[config.mk]
export PLATFORM = sky130hd
export DESIGN_NAME = operand_scoreboard
export DESIGN_NICKNAME = d
export VERILOG_FILES = /design/src/rtl/operand_scoreboard.sv
export SDC_FILE = /design/constraint.sdc
export NUM_CORES = 1
export LEC_CHECK = 0
export ABC_AREA = 1
export CAP_MARGIN = 20
export CORE_AREA = 3 3 214 216
export CTS_BUF_LIST = sky130_fd_sc_hd__clkbuf_8 sky130_fd_sc_hd__clkbuf_16
export CTS_CLUSTER_DIAMETER = 60
export DETAILED_ROUTE_END_ITERATION = 8
export DIE_AREA = 0 0 217 219
export GPL_TIMING_DRIVEN = 0
export PLACE_DENSITY = 0.63
export SYNTH_ARGS = -nofsm -noshare
export SYNTH_HDL_FRONTEND = slang
export SYNTH_SLANG_ARGS = --single-unit
[constraint.sdc]
create_clock -name clk -period 13.5 [get_ports clk]
set_input_delay 2.7 -clock clk [delete_from_list [all_inputs] [get_ports clk]]
set_output_delay 2.7 -clock clk [all_outputs]
set_load 0.005 [all_outputs]
[src/rtl/operand_scoreboard.sv]
// Operand bypass and hazard-stall unit with a per-register scoreboard of in-flight long-latency writers.
// Forwarding stages are searched youngest-first; unresolved hazards raise a combinational stall.
module operand_scoreboard #(
  parameter int XLEN = 64,
  parameter int NREG = 32,
  parameter int NRD  = 2,
  parameter int NFWD = 2,
  parameter int CNTW = 2
) (
  input  logic                      clk,
  input  logic                      reset,
  input  logic [$clog2(NREG)-1:0]   rs [NRD],
  input  logic [XLEN-1:0]           rq [NRD],
  input  logic                      issue_valid,
  input  logic [$clog2(NREG)-1:0]   issue_rd,
  input  logic                      issue_long,
  input  logic                      flush,
  input  logic [NFWD-1:0]           fwd_valid,
  input  logic [$clog2(NREG)-1:0]   fwd_rd [NFWD],
  input  logic [NFWD-1:0]           fwd_ready,
  input  logic [XLEN-1:0]           fwd_data [NFWD],
  input  logic                      wb_valid,
  input  logic [$clog2(NREG)-1:0]   wb_rd,
  input  logic [XLEN-1:0]           wb_data,
  output logic [XLEN-1:0]           opnd [NRD],
  output logic                      stall,
  output logic                      pending_any,
  output logic [63:0]               stall_cycles
);

  localparam int RW = $clog2(NREG);

  logic [CNTW-1:0] cnt      [NREG];
  logic [CNTW-1:0] cnt_next [NREG];
  logic [NRD-1:0]  port_stall;
  logic            hit;
  logic            waw_stall;
  logic            issue_eff;
  logic            any_next;

  always_comb begin
    port_stall = '0;
    hit        = 1'b0;
    for (int p = 0; p < NRD; p++) begin
      opnd[p] = '0;
      hit     = 1'b0;
      if (rs[p] != '0) begin
        // The first matching stage decides alone, even when it is not ready yet.
        for (int i = 0; i < NFWD; i++) begin
          if (!hit && fwd_valid[i] && (fwd_rd[i] == rs[p])) begin
            hit = 1'b1;
            if (fwd_ready[i]) opnd[p] = fwd_data[i];
            else              port_stall[p] = 1'b1;
          end
        end
        if (!hit) begin
          if (cnt[rs[p]] == '0)
            opnd[p] = rq[p];
          else if ((cnt[rs[p]] == CNTW'(1)) && wb_valid && (wb_rd == rs[p]))
            opnd[p] = wb_data;
          else
            port_stall[p] = 1'b1;
        end
      end
    end
  end

  assign waw_stall = issue_valid && issue_long && (issue_rd != '0) && (cnt[issue_rd] == '1);
  assign stall     = (|port_stall) || waw_stall;
  assign issue_eff = issue_valid && !stall && !flush;

  // A decrement on an empty counter is a protocol error and is absorbed rather than wrapping.
  always_comb begin
    any_next = 1'b0;
    for (int r = 0; r < NREG; r++) begin
      cnt_next[r] = cnt[r];
      if (r != 0) begin
        if (issue_eff && issue_long && (issue_rd == RW'(r)) && !(wb_valid && (wb_rd == RW'(r))))
          cnt_next[r] = cnt[r] + CNTW'(1);
        else if (wb_valid && (wb_rd == RW'(r)) && !(issue_eff && issue_long && (issue_rd == RW'(r)))
                 && (cnt[r] != '0))
          cnt_next[r] = cnt[r] - CNTW'(1);
      end else begin
        cnt_next[r] = '0;
      end
      any_next = any_next || (cnt_next[r] != '0);
    end
  end

  always_ff @(posedge clk) begin
    if (!reset) begin
      for (int r = 0; r < NREG; r++) cnt[r] <= '0;
      pending_any  <= 1'b0;
      stall_cycles <= '0;
    end else begin
      for (int r = 0; r < NREG; r++) cnt[r] <= cnt_next[r];
      pending_any  <= any_next;
      stall_cycles <= stall_cycles + 64'(stall);
    end
  end

endmodule
==> results of run 1 <==
## critical path: cells and delay by family
family	cells	cell delay (ns)
and+or+nand+nor	7	1.57
buffers and inverters	7	2.61
AOI/OAI and AO/OA	2	0.34
## where the power goes
group | internal [mW] | switching (mW)
registers | 0.377 | 0.00187
clock network | 0.325 | 0.201
logic | 0.317 | 0.404
## area by class of cell
| type | count | area [um2] | area share |
|---|---|---|---|
| Tap cell | 592 | 740.7 | 0.03277 |
| Buffer | 165 | 714.4 | 0.03161 |
| Timing Repair Buffer | 547 | 5477 | 0.2423 |
| Sequential cell | 127 | 2542 | 0.1125 |
| Antenna cell | 20 | 50.05 | 0.002214 |
| Clock inverter | 12 | 182.7 | 0.008081 |
| Multi-Input combinational cell | 2191 | 10570 | 0.4676 |
| Inverter | 496 | 1862 | 0.08236 |
| Clock buffer | 20 | 466.7 | 0.02065 |
## layer usage
metal | up-vias | share of wire | GRT usage
li1 | 10940 | - | -
met1 | 11370 | 0.37 | 0.5202
met2 | 1885 | 0.43 | 0.6631
met3 | 413 | 0.13 | 0.1383
met4 | 26 | 0.074 | 0.2640
met5 | - | 0.0017 | 0
## cells in the final DEF, fill, tap and decap left out, types with 3 or more instances in the layout
master | netlist | routed
nand3b_1 | 9 | 9
inv_2 | 9 | 9
xnor2_1 | 7 | 7
o2111ai_1 | 7 | 7
clkinvlp_4 | 0 | 3
nor2_1 | 324 | 324
dfxtp_1 | 127 | 127
nor3b_1 | 7 | 7
clkinv_4 | 0 | 3
o22ai_1 | 39 | 39
ha_1 | 33 | 33
buf_4 | 8 | 8
clkdlybuf4s50_1 | 0 | 545
clkbuf_8 | 0 | 3
a221oi_1 | 3 | 3
nor2_2 | 7 | 7
nor3_1 | 70 | 70
nand2_1 | 766 | 766
xor2_1 | 12 | 12
buf_2 | 16 | 16
o311ai_0 | 63 | 63
nand4_1 | 116 | 116
buf_1 | 14 | 14
bufinv_16 | 0 | 4
nand3_1 | 413 | 413
clkbuf_1 | 121 | 121
clkbuf_16 | 0 | 17
nor4_1 | 17 | 17
diode_2 | 0 | 20
inv_1 | 485 | 485
a21oi_1 | 165 | 165
nor3_2 | 4 | 4
buf_6 | 6 | 7
o211ai_1 | 8 | 8
o21ai_0 | 102 | 102
## how the worst min path moves through the flow
stage                                             end  slack, ns
after global routing      stall_cycles[63]$_SDFF_PN0_       0.51
after CTS                 stall_cycles[63]$_SDFF_PN0_       0.49
after detailed placement  stall_cycles[63]$_SDFF_PN0_       0.47
after global placement    stall_cycles[63]$_SDFF_PN0_       0.46
after floorplan           stall_cycles[63]$_SDFF_PN0_       0.46
final                     stall_cycles[63]$_SDFF_PN0_       0.48
## registers in the layout, indices dropped and copies added, names as in the netlist
signal and flops:
pending_any 1, cnt 62, stall_cycles 64
## Yosys cell counts (17+ instances only)
cell | count | area share
nand4_1 | 116 | 0.046
inv_1 | 485 | 0.12
a21oi_1 | 165 | 0.053
nor4_1 | 17 | 0.0068
nand2_1 | 766 | 0.18
o22ai_1 | 39 | 0.016
nor3_1 | 70 | 0.022
ha_1 | 33 | 0.026
nor2_1 | 324 | 0.078
o311ai_0 | 63 | 0.035
nand3_1 | 413 | 0.13
dfxtp_1 | 127 | 0.16
clkbuf_1 | 121 | 0.029
o21ai_0 | 102 | 0.033
## through the flow
stage / std cells / utilization / total power, mW / cell area [um2] / hold WS [ns]
3_5_place_dp: 4118 / 0.4964 / 1.083 / 21900 / 0.4721
3_3_place_gp: 4116 / 0.4959 / 1.085 / 21880 / 0.4561
5_1_grt: 4160 / 0.5117 / 1.667 / 22580 / 0.5053
6_report: 4170 / 0.5123 / 1.626 / 22600 / 0.4843
2_1_floorplan: 2979 / - / 0.6465 / 15690 / 0.4552
4_1_cts: 4150 / 0.5111 / 1.600 / 22550 / 0.4860
## logic make-up after synthesis
| logic type | count (synthesis) | synth area share |
|---|---|---|
| fa+ha+maj | 33 | 0.02632 |
| simple gates | 1742 | 0.4864 |
| flops | 127 | 0.1621 |
| compound gates | 397 | 0.1504 |
| xor+xnor | 19 | 0.01061 |
| buf+inv | 661 | 0.1642 |
==> key figures, run 1 <==
Final layout
  • Share of cells above drive strength 1: 0.02558
  • Fillcell total: 4628
  • Area growth syn-to-layout: 44.09%
  • Final net count: 3938

Timing
  • Worst setup margin: 3.573 ns
  • Clk_skew: 0.01540 ns
  • Fmax: 100.7 MHz
  • RSZ-0062 raised after global routing: false
  • Slew @ Worst Pin: 1.186 ns
  • Crit share post-route: 0.7353
  • Post-layout minimum cycle time: 9.927 ns
  • Final setup vio count: 0
  • Final hold viol count: 0
  • Worst slew margin: 0.2067
  • Total Neg Setup Slack: 0 ns
  • Final Max Tran Viols: 0

Setup path
  • Crit. Startpoint: rs[4]
  • CP startpoint kind: input pin
  • Cells along the critical path: clkdlybuf4s50_1 > inv_1 > o22ai_1 > nor2_1 > nand3_1 > nand2_1 > nand2_1 > clkbuf_1 > nor2_1 > inv_1 > nor2_1 > clkbuf_1 > nand2_1 > o2111ai_1 > inv_1 > clkdlybuf4s50_1
  • Slowest cell on the critical path: nor2_1
  • Origin of the critical flop-to-flop path: cnt[16][0]$_SDFF_PN0_
  • Worst Path Max Fanout: 10
  • Critical path class: input pin to output pin
  • Required time of the critical path: 10.80 ns
  • Setup crit end kind: output pin
  • CP endpoint: opnd[36]
  • Worst path max stage delay: 0.62 ns
  • Critical Path AT: 7.23 ns
  • R2R Setup Slk: 7.57 ns
  • Register-to-Register Path Depth: 32
  • RR Endpoint: stall_cycles[54]$_SDFF_PN0_

Placed design
  • IO buf count: 545
  • Pre-CTS setup slack: 3.812 ns
  • HPWL after detailed placement: 89.60 mm
  • RePlAce Congestion: 1.117

Drt
  • Drt initial violations: 3610
  • Vias per cell: 5.906
  • DRT Wirelength: 108.8 mm
  • Routed len/inst: 26.10 um
  • Via Count: 24630
  • ANT nets after route: 0
  • DRC: 0
  • Pre-antenna DRT Iters: 9

Clocking
  • Postcts setup bufs: 0
  • TritonCTS buffer count: 17
  • CTS clock-pin slew for the worst setup and hold paths: 0.06 ns
  • Post-CTS Hold Buffers: 0
  • Root Driver: clkbuf_16
  • Clock Sinks: 127
  • Worst-skew pair later-pin latency: 0.44 ns
  • Max clock buf depth: 2
  • CTS resizes: 0
  • CTS tree: built
  • # H-tree levels: 4

Power
  • P_leak: 9.863 nW
  • Pwr dens: 71.94 nW/um2
  • IR drop worst, VDD: 0.08949 mV

Min path
  • HP Start: stall_cycles[63]$_SDFF_PN0_
  • Hold/Removal Path Class: flip-flop to flip-flop
  • Hold path depth: 2

GRT
  • Initial antenna violation count: 28
  • Largest net degree at the start of global routing: 17
  • Vias in the first global route: 22760
  • GRT Util Overall: 0.4299
  • Total grt overflow: 0
  • First-pass GRT wire length: 151.8 mm

Run status
  • Outcome: complete, no violations

Synthesis
  • Sequential fraction of the synthesis area: 0.1621
  • Yosys reg bits: 127
  • Post-synth EDFFs: 0
  • Synth cell types: 43
  • Yosys warnings: 0
  • Post-Synthesis Mean Instance Area: 5.266 um2
  • Syn Nets: 3372
  • Cell Area, Synth: 15690 um2
  • Post-Synthesis Cells: 2979
  • Dominant synthesized flop cell: dfxtp_1
  • Post-synth ARST share: 0

Floorplanning
  • FP Rows: 77
  • Die H: 219 um
  • Chip width: 217 um
  • Die ar.: 47520 um2
  • # IOs: 554
  • Core area: 44120 um2
  • Starting density of the core: 0.3555

Job
  • Max Cap Viol: 0
Power figures use the tool's default switching activity.
==> run 2, diff against run 1 <==
- CORE_AREA: 3 3 214 216 -> 3 3 213 215
- DIE_AREA: 0 0 217 219 -> 0 0 216 218
- PLACE_DENSITY: 0.63 -> 0.66
- clock period: 13.5 -> 8.8 ns (I/O delays scaled with it)
==> key figures, run 2 (synthesis gave the netlist of run 1 again) <==
Final layout
  • Area growth syn-to-layout: 43.65% (was 44.09%)
  • Share of cells above drive strength 1: 0.02558 (unchanged)
  • Final Util: 0.5130 (was 0.5123)
  • Largest registers: stall_cycles: 64 flops, cnt: 62 flops, pending_any: 1 flops (unchanged)
  • Commonest non-fill, non-tap cell in the layout: nand2_1 (unchanged)
  • Fillcell total: 4637 (was 4628)
  • Final net count: 3938 (unchanged)
  • Most flop-heavy register: stall_cycles (unchanged)
  • Most frequent cells in the layout: nand2_1, clkdlybuf4s50_1, inv_1, nand3_1, nor2_1 (unchanged)
  • Max reg flops: 64 (unchanged)

Floorplanning
  • Chip width: 216 um (was 217 um)
  • Starting density of the core: 0.3571 (was 0.3555)
  • Die ar.: 47090 um2 (was 47520 um2)
  • Core area: 43930 um2 (was 44120 um2)
  • Die H: 218 um (was 219 um)
  • # IOs: 554 (unchanged)
  • FP Rows: 77 (unchanged)

Clocking
  • Worst-skew pair later-pin latency: 0.44 ns (about the same)
  • # H-tree levels: 4 (unchanged)
  • Clock Sinks: 127 (unchanged)
  • CTS resizes: 0 (unchanged)
  • Postcts setup bufs: 0 (unchanged)
  • Root Driver: clkbuf_16 (unchanged)
  • CTS clock-pin slew for the worst setup and hold paths: 0.06 ns (about the same)
  • Max clock buf depth: 2 (unchanged)
  • TritonCTS buffer count: 17 (unchanged)
  • CTS tree: built (unchanged)
  • Post-CTS Hold Buffers: 0 (unchanged)

Setup path
  • Worst Path Max Fanout: 10 (unchanged)
  • Critical Path AT: 6.33 ns (was 7.23 ns)
  • Required time of the critical path: 7.04 ns (was 10.80 ns)
  • CP startpoint kind: input pin (unchanged)
  • Setup crit end kind: output pin (unchanged)
  • Critical path class: input pin to output pin (unchanged)

GRT
  • Total grt overflow: 0 (unchanged)
  • GRT Util Overall: 0.4332 (was 0.4299)
  • First-pass GRT wire length: 151.8 mm (about the same)
  • Initial antenna violation count: 28 (unchanged)
  • Largest net degree at the start of global routing: 17 (unchanged)
  • Vias in the first global route: 22820 (was 22760)

Drt
  • Pre-antenna DRT Iters: 8 (was 9)
  • Via Count: 24600 (was 24630)
  • Vias per cell: 5.907 (was 5.906)
  • Drt initial violations: 3343 (was 3610)
  • DRC: 0 (unchanged)
  • DRT Wirelength: 108.9 mm (was 108.8 mm)
  • ANT nets after route: 0 (unchanged)
  • Routed len/inst: 26.15 um (was 26.10 um)

Timing
  • Crit share post-route: 0.9193
  • Post-layout minimum cycle time: 8.089 ns
  • Clk_skew: 0.02132 ns (was 0.01540 ns)
  • Fmax: 123.6 MHz
  • Total Neg Setup Slack: 0 ns (unchanged)
  • Final setup vio count: 0 (unchanged)
  • Slew @ Worst Pin: 1.105 ns (was 1.186 ns)
  • RSZ-0062 raised after global routing: false (unchanged)
  • Final Max Tran Viols: 0 (unchanged)
  • Worst slew margin: 0.2607 (was 0.2067)
  • Final hold viol count: 0 (unchanged)

Placed design
  • RePlAce Congestion: 1.105 (was 1.117)
  • IO buf count: 545 (unchanged)
  • HPWL after detailed placement: 88.10 mm (was 89.60 mm)

Run status
  • Outcome: complete, no violations (unchanged)

Power
  • Power Total: 2.457 mW (was 1.626 mW)
  • P_leak: 9.840 nW (was 9.863 nW)
  • IR drop worst, VDD: 0.09593 mV (was 0.08949 mV)
  • Pwr dens: 109.0 nW/um2 (was 71.94 nW/um2)

Job
  • Max Cap Viol: 0 (unchanged)

Min path
  • Hold/Removal Path Class: flip-flop to flip-flop (unchanged)
==> run 2: changes by cell type in the layout (fill, tap and decap cells not counted) <==
cell,delta
inv_8,+4
clkinv_8,+1
clkinv_4,-1
clkinv_2,-1
inv_6,+4
clkinvlp_4,-1
clkbuf_8,-3
bufinv_16,-3
diode_2,-5
==> run 2: worst max-delay path, stage by stage <==
cell,delay [ns]
clkdlybuf4s50_1,0.71
inv_1,0.36
o22ai_1,0.13
nor2_1,0.12
nand3_1,0.19
nand2_1,0.14
nand2_1,0.09
clkbuf_1,0.46
nor2_1,0.22
inv_1,0.08
nor2_1,0.59
clkbuf_1,0.53
nand2_1,0.10
nand4_1,0.30
inv_1,0.08
clkdlybuf4s50_1,0.46
==> run 2: per-layer routing <==
layer / wire length [um] / up-vias / global-route usage
met4: 8782 / 24 / 0.2685
met3: 14660 / 435 / 0.1506
met5: 165 / - / 0
li1: - / 10930 / -
met1: 39190 / 11300 / 0.5078
met2: 46130 / 1908 / 0.6798
==> run 2: path summary, 6_finish.rpt <==
check / to / cells past startpoint / from / slack [ns]
worst max-delay path: opnd[16] / 16 / rs[4] / 0.71
worst min-delay path: stall_cycles[63]$_SDFF_PN0_ / 2 / stall_cycles[63]$_SDFF_PN0_ / 0.50
worst max register to register: stall_cycles[54]$_SDFF_PN0_ / 32 / cnt[16][0]$_SDFF_PN0_ / 3.04
worst min register to register: stall_cycles[63]$_SDFF_PN0_ / 2 / stall_cycles[63]$_SDFF_PN0_ / 0.50
==> run 2: area by class of cell <==
class	instances	area [um2]	share of cell area
multi-input cells	2191	10570	0.4690
repair buffers	547	5477	0.2430
flip-flops and latches	127	2542	0.1128
inverters	496	1862	0.08262
well taps	592	740.7	0.03287
plain buffers	165	714.4	0.03170
clock buffers	17	425.4	0.01888
clock inverters	15	167.7	0.007440
diodes	15	37.54	0.001666
==> run 2: power breakdown <==
part	internal, mW	leakage (nW)	switching, mW
logic	0.487	8.53	0.638
registers	0.578	1.02	0.00288
clock network	0.405	0.286	0.347
==> run 2: metrics by stage <==
step / std cells / setup slack (ns) / hold WS, ns / cell area (um2)
floorplan: 2979 / 2.896 / 0.4552 / 15690
global placement: 4116 / 1.013 / 0.4547 / 21880
detailed placement: 4118 / 0.8726 / 0.4702 / 21900
CTS: 4150 / 0.9947 / 0.4848 / 22500
global route: 4156 / 0.5609 / 0.5107 / 22510
finish: 4165 / 0.7105 / 0.4957 / 22540
